`src/rtl/row_scan_pkg.sv`:
```
// Shared types and sizes for the row scan encoder.
package row_scan_pkg;

  localparam int WIDTH = 16;
  localparam int IDX_W = 4;

  typedef enum logic {IDLE, EMIT} scan_state_t;

  typedef logic [WIDTH-1:0] row_t;

endpackage

```
`src/rtl/lowest_set_index.sv`:
```
// Combinational priority encoder: index of the lowest set bit of a row,
// plus flags telling whether any bit is set and whether exactly one is set.
module lowest_set_index
  import row_scan_pkg::*;
(
  input  row_t             i_row,
  output logic [IDX_W-1:0] o_idx,
  output logic             o_any,
  output logic             o_single
);

  // Scan from the top down so the lowest set bit is the last one written.
  always_comb begin
    o_idx = '0;
    for (int i = WIDTH - 1; i >= 0; i--) begin
      if (i_row[i]) o_idx = IDX_W'(i);
    end
  end

  // Clearing the lowest set bit leaves zero only when exactly one bit was set.
  always_comb begin
    o_any    = |i_row;
    o_single = o_any && ((i_row & (i_row - row_t'(1))) == '0);
  end

endmodule

```
`src/rtl/row_scan_encoder.sv`:
```
// Row scan encoder: turns a pixel-row bitmap into a stream of column
// indices, lowest column first, one per valid/ready transfer.
//
// state | meaning
// IDLE  | waiting for a load; busy=0, valid=0
// EMIT  | pending row non-empty; presenting lowest remaining index
module row_scan_encoder
  import row_scan_pkg::*;
(
  input  logic             clk,
  input  logic             reset,
  input  logic             load,
  input  logic [WIDTH-1:0] row_in,
  output logic             busy,
  output logic             valid,
  input  logic             ready,
  output logic [IDX_W-1:0] col,
  output logic             last,
  output logic [IDX_W:0]   count,
  output logic             done,
  output logic             empty
);

  scan_state_t      r_state, w_state_nxt;
  row_t             r_pending, w_pending_nxt;
  logic [IDX_W:0]   r_count, w_count_nxt;
  logic             r_done, w_done_nxt;
  logic             r_empty, w_empty_nxt;

  logic [IDX_W-1:0] w_idx;
  logic             w_any;
  logic             w_single;
  logic             w_emit;

  lowest_set_index u_lsi (
    .i_row    (r_pending),
    .o_idx    (w_idx),
    .o_any    (w_any),
    .o_single (w_single)
  );

  // State, pending row, count and pulse registers.
  always_ff @(posedge clk) begin
    if (reset) begin
      r_state   <= IDLE;
      r_pending <= '0;
      r_count   <= '0;
      r_done    <= 1'b0;
      r_empty   <= 1'b0;
    end else begin
      r_state   <= w_state_nxt;
      r_pending <= w_pending_nxt;
      r_count   <= w_count_nxt;
      r_done    <= w_done_nxt;
      r_empty   <= w_empty_nxt;
    end
  end

  // Next-state logic; loads are only looked at in IDLE, so a load during
  // EMIT (even on the final handshake) is dropped.
  always_comb begin
    w_state_nxt   = r_state;
    w_pending_nxt = r_pending;
    w_count_nxt   = r_count;
    w_done_nxt    = 1'b0;
    w_empty_nxt   = 1'b0;
    case (r_state)
      IDLE: begin
        if (load) begin
          w_count_nxt = '0;
          if (row_in != '0) begin
            w_pending_nxt = row_in;
            w_state_nxt   = EMIT;
          end else begin
            w_empty_nxt = 1'b1;
          end
        end
      end
      EMIT: begin
        if (ready) begin
          w_pending_nxt = r_pending & ~(row_t'(1) << w_idx);
          w_count_nxt   = r_count + {{IDX_W{1'b0}}, 1'b1};
          if (w_single) begin
            w_state_nxt = IDLE;
            w_done_nxt  = 1'b1;
          end
        end
      end
      default: w_state_nxt = IDLE;
    endcase
  end

  // Outputs depend only on registered state; ready/load never reach them.
  always_comb begin
    w_emit = (r_state == EMIT);
    busy   = w_emit;
    valid  = w_emit;
    col    = (w_emit && w_any) ? w_idx : '0;
    last   = w_emit && w_single;
    count  = r_count;
    done   = r_done;
    empty  = r_empty;
  end

endmodule

```
`config.mk`:
```
export PLATFORM = sky130hd
export DESIGN_NAME = row_scan_encoder
export DESIGN_NICKNAME = d
export VERILOG_FILES = /design/src/rtl/row_scan_pkg.sv /design/src/rtl/lowest_set_index.sv /design/src/rtl/row_scan_encoder.sv
export SDC_FILE = /design/constraint.sdc
export NUM_CORES = 1
export LEC_CHECK = 0
export CAP_MARGIN = 15
export CORE_MARGIN = 1
export CORE_UTILIZATION = 28
export CTS_BUF_LIST = sky130_fd_sc_hd__clkbuf_8
export CTS_CLUSTER_DIAMETER = 80
export DETAILED_ROUTE_END_ITERATION = 8
export PLACE_DENSITY_LB_ADDON = 0.1
export SKIP_LAST_GASP = 1
export SYNTH_ARGS = -nofsm -noshare
export SYNTH_HDL_FRONTEND = slang
export SYNTH_SLANG_ARGS = --single-unit
```
`constraint.sdc`:
```
create_clock -name clk -period 2.55 [get_ports clk]
set_input_delay 0.51 -clock clk [delete_from_list [all_inputs] [get_ports clk]]
set_output_delay 0.51 -clock clk [all_outputs]
set_load 0.02 [all_outputs]
```
Word level (Yosys, flattened, before mapping)
Cells that the tools add are included.
{"block": "classes", "eq_ne": 3, "magnitude_cmp": 0, "div": 0, "mux": 31, "bitwise_logic": 6, "add_sub_neg": 2, "multipliers": 0, "n_reduce_logical": 10, "shift": 1}
{"operator": "4-bit two-way mux", "n": 17}
{"operator": "16-bit two-way mux", "n": 3}
{"operator": "16-bit bitwise AND", "n": 2}
{"operator": "16-bit one-hot mux with 2 select lines", "n": 1}
{"operator": "16-bit logical NOT", "n": 1}
{"operator": "16-bit inverter", "n": 1}
{"operator": "16-bit nonzero test", "n": 1}
{"operator": "16-bit OR reduction", "n": 1}
{"operator": "1-bit by 4-bit << shifter with 16-bit output (first input constant)", "n": 1}
{"operator": "16-bit by 1-bit subtractor with 16-bit output (second input constant)", "n": 1}
{"operator": "5-bit two-way mux", "n": 2}
{"operator": "5-bit one-hot mux with 2 select lines", "n": 1}
{"operator": "1-bit two-way mux", "n": 6}
{"operator": "2-bit != test (second input constant)", "n": 3}
{"operator": "3-bit OR reduction", "n": 2}
{"operator": "5-bit by 1-bit adder with 5-bit output (second input constant)", "n": 1}
{"operator": "1-bit logical AND", "n": 3}
{"operator": "1-bit inverter", "n": 3}
{"operator": "3-bit AND reduction", "n": 1}
{"operator": "1-bit one-hot mux with 2 select lines", "n": 1}
{"operator": "2-bit AND reduction", "n": 1}
{"block": "totals", "ram_bits": 0, "mem_bits_ro": 0, "reg_bits": 24, "word_cells": 58, "output_inout_bits": 14, "mem_count": 0, "latchBits": 0, "in_bits": 20}

Logic depth before layout (Yosys ltp)
{"block": "logic_depth", "word_depth": 21, "mapped_depth": 7, "mapped_depth_nobuf": 6}

Modules after synthesis
From an unflattened synthesis, not the netlist that was laid out.
{"block": "unflattened", "hier_cells": 185, "area_unflattened_um2": 1649.1}
{"mod": "row_scan_encoder", "area_per_inst_um2": 1321.3, "seq_area_each_um2": 480.5, "n_inst": 1, "cells_each": 134}
{"mod": "lowest_set_index", "area_per_inst_um2": 327.8, "seq_area_each_um2": 0.0, "n_inst": 1, "cells_each": 51}

Worst setup path before layout
Ideal clock, no wire load.
{"block": "synth_timing", "path_kind": "register to output", "start": "reg r_pending[5]", "end": "out last", "path_slack_ns": 0.235, "required_time_ns": 2.040, "n_path_buf": 1, "arrival_time_ns": 1.805, "path_stages_with_launch": 8, "path_cell_list": "dfxtp_1 -> buf_6 -> nor4_4 -> nand3_4 -> o41ai_2 -> nand2_1 -> nor4_2 -> and2_2"}
{"block": "synth_between", "elab_chain_len": 5, "elab_cells_between_ends": 6, "cone_classes": "add/sub: 1; bitwise: 1; reduce/logical: 4"}
{"item": "from (decl)", "line": "row_scan_encoder.sv:25", "source": "row_t r_pending, w_pending_nxt;"}
{"item": "from (signal assigned)", "line": "row_scan_encoder.sv:52", "source": "r_pending <= w_pending_nxt;"}
{"item": "16-bit by 1-bit subtractor with 16-bit output", "line": "lowest_set_index.sv:23", "source": "o_single = o_any && ((i_row & (i_row - row_t'(1))) == '0);"}
{"item": "16-bit bitwise AND", "line": "lowest_set_index.sv:23"}
{"item": "16-bit logical NOT", "line": "lowest_set_index.sv:23"}
{"item": "1-bit logical AND *", "line": "lowest_set_index.sv:23"}
{"item": "1-bit logical AND *", "line": "row_scan_encoder.sv:99", "source": "last = w_emit && w_single;"}
{"item": "to (decl)", "line": "row_scan_encoder.sv:18", "source": "output logic last,"}
Every way passes the cells marked *; elsewhere a longest branch is shown, timed or not.

Worst setup path after layout
{"block": "layout_timing", "start": "reg r_pending[0]", "end": "out last"}
The elaborated chain is that of the path after synthesis.

==> impl_metrics.json <==
{
  "drcViolationCount": 0,
  "min_path_type": "reg -> reg",
  "p_sw_frac": 0.3383,
  "finalClockSkew_ns": 0.007782,
  "slew_headroom": 0.6135,
  "wirelength_mm": 5.035,
  "worstPathMaxFanout": 4,
  "rows": 26,
  "postCtsHoldBufs": 0,
  "internal-power_uw": 891.9,
  "critPathKind": "reg -> out",
  "final_common_cell": "buf_4",
  "synth_cell_types": 45,
  "dpl.hpwl_mm": 3.931,
  "clkSlewWorstSetupHoldPaths_ns": 0.10,
  "clock_latency_ns": 0.27,
  "vias": 1754,
  "power.density_nw_per_um2": 573.9,
  "synth-warning-count": 0,
  "worstPathArrival_ns": 2.14,
  "root_buffer": "clkbuf_8",
  "core_region_area_um2": 5238,
  "cts_tree": "yes",
  "gp_congestion": 0.8087,
  "synth-seq-cells": 24,
  "post-route-min-period_ns": 2.647,
  "drv_slew": 0,
  "layout-drive-gt1-share": 0.2565,
  "setup_slack_ns": -0.09662,
  "grt_use_total": 0.1771,
  "grt_max_degree": 15,
  "max_freq_mhz": 377.8,
  "leakagePower_nw": 0.9278,
  "die_x_um": 76.71,
  "yosysTopAreaCellShare": 0.3074,
  "cts_num_sinks": 24,
  "synth_ff_type": "dfxtp_1",
  "multiInputGateArea_um2": 1021,
  "ir_worst_vdd_mv": 0.3627,
  "maxCapViolCount": 0,
  "cts_made_buffers": 3,
  "path_cells": "nor4_4 > buf_4 > nand3_4 > o41ai_2 > nand2_1 > nor4_4 > and2_4 > buf_4",
  "wl_per_cell_um": 14.85,
  "ys_seq_area_frac": 0.3074,
  "first_pass_iters": 4,
  "postPlaceCellArea_um2": 2236,
  "antenna_found_initial": 0,
  "syn_avg_cell_area_um2": 7.853,
  "cp-start-kind": "flop",
  "violations": "setup timing",
  "timing.final.crit_share": 1.038,
  "nets": 291,
  "crit_path_end_kind": "output pin",
  "die_y_um": 76.71,
  "grt_overflow": 0,
  "initialDrtViolationCount": 71,
  "netlist_instances": 199,
  "postLayoutCellArea_um2": 2349,
  "setup_violations": 1,
  "timing.final.hold_violations": 0,
  "p_switching_uw": 455.9,
  "synth_nets": 220,
  "ctsHtreeMaxLevel": 1,
  "critPathSlowestCell": "dfxtp_2",
  "syn_area_um2": 1563,
  "p_clk_frac": 0.256,
  "synth_enable_flop_cells": 0,
  "io-pin-count": 34,
  "max_stage_delay_ns": 0.34,
  "ant_nets": 0,
  "grt_pass1_vias": 1603,
  "area_delta_synth_final_pct": 50.28,
  "pre_cts_slack_ns": -0.2756,
  "start_util": 0.2984,
  "async_flop_share": 0,
  "antenna_cells": 0,
  "fillers": 540,
  "power_frac_comb": 0.421,
  "tightest_slew_ns": 0.5779,
  "clockBufferDepth": 2,
  "power_frac_seq": 0.323,
  "rsz0062_at_grt": "true",
  "dieArea_um2": 5884,
  "cp.required_ns": 2.04,
  "final_cell_mix": "buf_4, clkdlybuf4s50_1, nand2_1",
  "synth_top_area_cell": "dfxtp_1",
  "vias_per_cell": 5.174,
  "portBuffers": 33,
  "synthTopCellsByArea": "dfxtp_1, a21oi_1, nand2_1",
  "grt_pass1_wl_mm": 8.273,
  "status": "finished with violations",
  "layout.area.seq_um2": 485.5
}
==> worst paths after layout <==
check	startpoint	to	slack, ns	depth (start not counted)
worst min register to register	count[4]	count[4]	0.57	2
worst max register to register	r_pending[14]	r_pending[14]	0.51	6
worst min-delay path	count[4]	count[4]	0.57	2
worst max-delay path	r_pending[0]	last	-0.1	8
==> synth_stat cells (2+ instances only) <==
cell / n
a211oi_1: 2
o31ai_1: 2
a311oi_1: 3
o31a_1: 3
nor2_1: 21
nor4_4: 3
nand3_1: 3
nand2_1: 25
nor3b_1: 4
nor3_1: 7
nand4_1: 5
inv_1: 6
o2111ai_1: 3
o21a_1: 2
mux2i_1: 3
nor4_1: 7
dfxtp_1: 24
a21oi_1: 21
o21ai_0: 13
a31oi_1: 2
o22ai_1: 2
clkbuf_1: 6
nor2b_1: 3
nand2b_1: 2
xor2_1: 2
buf_2: 3
o311ai_0: 4
==> registers in the layout, summed over array words and instances, names as in the netlist <==
signal,count
r_pending,16
count,5
busy,1
done,1
empty,1
==> cell type report <==
cell class	count	area share
clock buffer	3	0.01758
clock inverter	1	0.01279
inverter	6	0.009590
tap	70	0.03729
timing repair buffer	78	0.2813
multi-input combinational	157	0.4347
sequential	24	0.2067
==> what timing repair did <==
item	in CTS	in global routing
setup endpoints to repair	3	5
buffers inserted	1	2
pin swaps	3	5
resized for setup	9	12
==> critical path: cells and delay by family (launching register included) <==
kind	cells	cell delay (ns)
AND/OR/NAND/NOR	5	1.00
flip-flops	1	0.34
AO/OA/AOI/OAI	1	0.21
buffers and inverters	2	0.30
==> routing by layer <==
metal  up-vias  wire length [µm]  global-route usage
met5         -                 0                   0
met4         0                46             0.04615
met3         5               204             0.01548
met2        46              2157              0.2768
met1       812              2627              0.2582
li1        891                 -                   -
==> logic make-up after synthesis <==
| group | count (synthesis) | share of synthesized area |
|---|---|---|
| buffers and inverters | 18 | 0.05284 |
| DFF | 24 | 0.3074 |
| xor gates and xnor gates | 2 | 0.01121 |
| muxes | 3 | 0.01922 |
| AOI/OAI and AO/OA | 64 | 0.2770 |
| and+or+nand+nor | 86 | 0.3179 |
| adders and majority gates | 2 | 0.01441 |
==> stage by stage <==
step	util	hold WS (ns)	power [mW]	cells	setup TNS, ns
after global routing	0.4484	0.6069	1.428	339	-0.2572
after global placement	0.4269	0.5477	0.9871	332	-0.2617
final	0.4484	0.5672	1.348	339	-0.09662
after floorplan	-	0.5127	0.7273	199	0
after detailed placement	0.4269	0.5468	0.9815	332	-0.2756
after CTS	0.4436	0.5716	1.336	337	-0.1261
==> power groups by stage <==
stage / Sequential [mW] / Combinational [mW] / Clock [mW]
final: 0.435 / 0.568 / 0.345
after detailed placement: 0.442 / 0.540 / 0
after global placement: 0.443 / 0.545 / 0
after CTS: 0.434 / 0.553 / 0.349
after global routing: 0.439 / 0.619 / 0.369
after floorplan: 0.442 / 0.285 / 0
(Power assumes the default switching activity.)
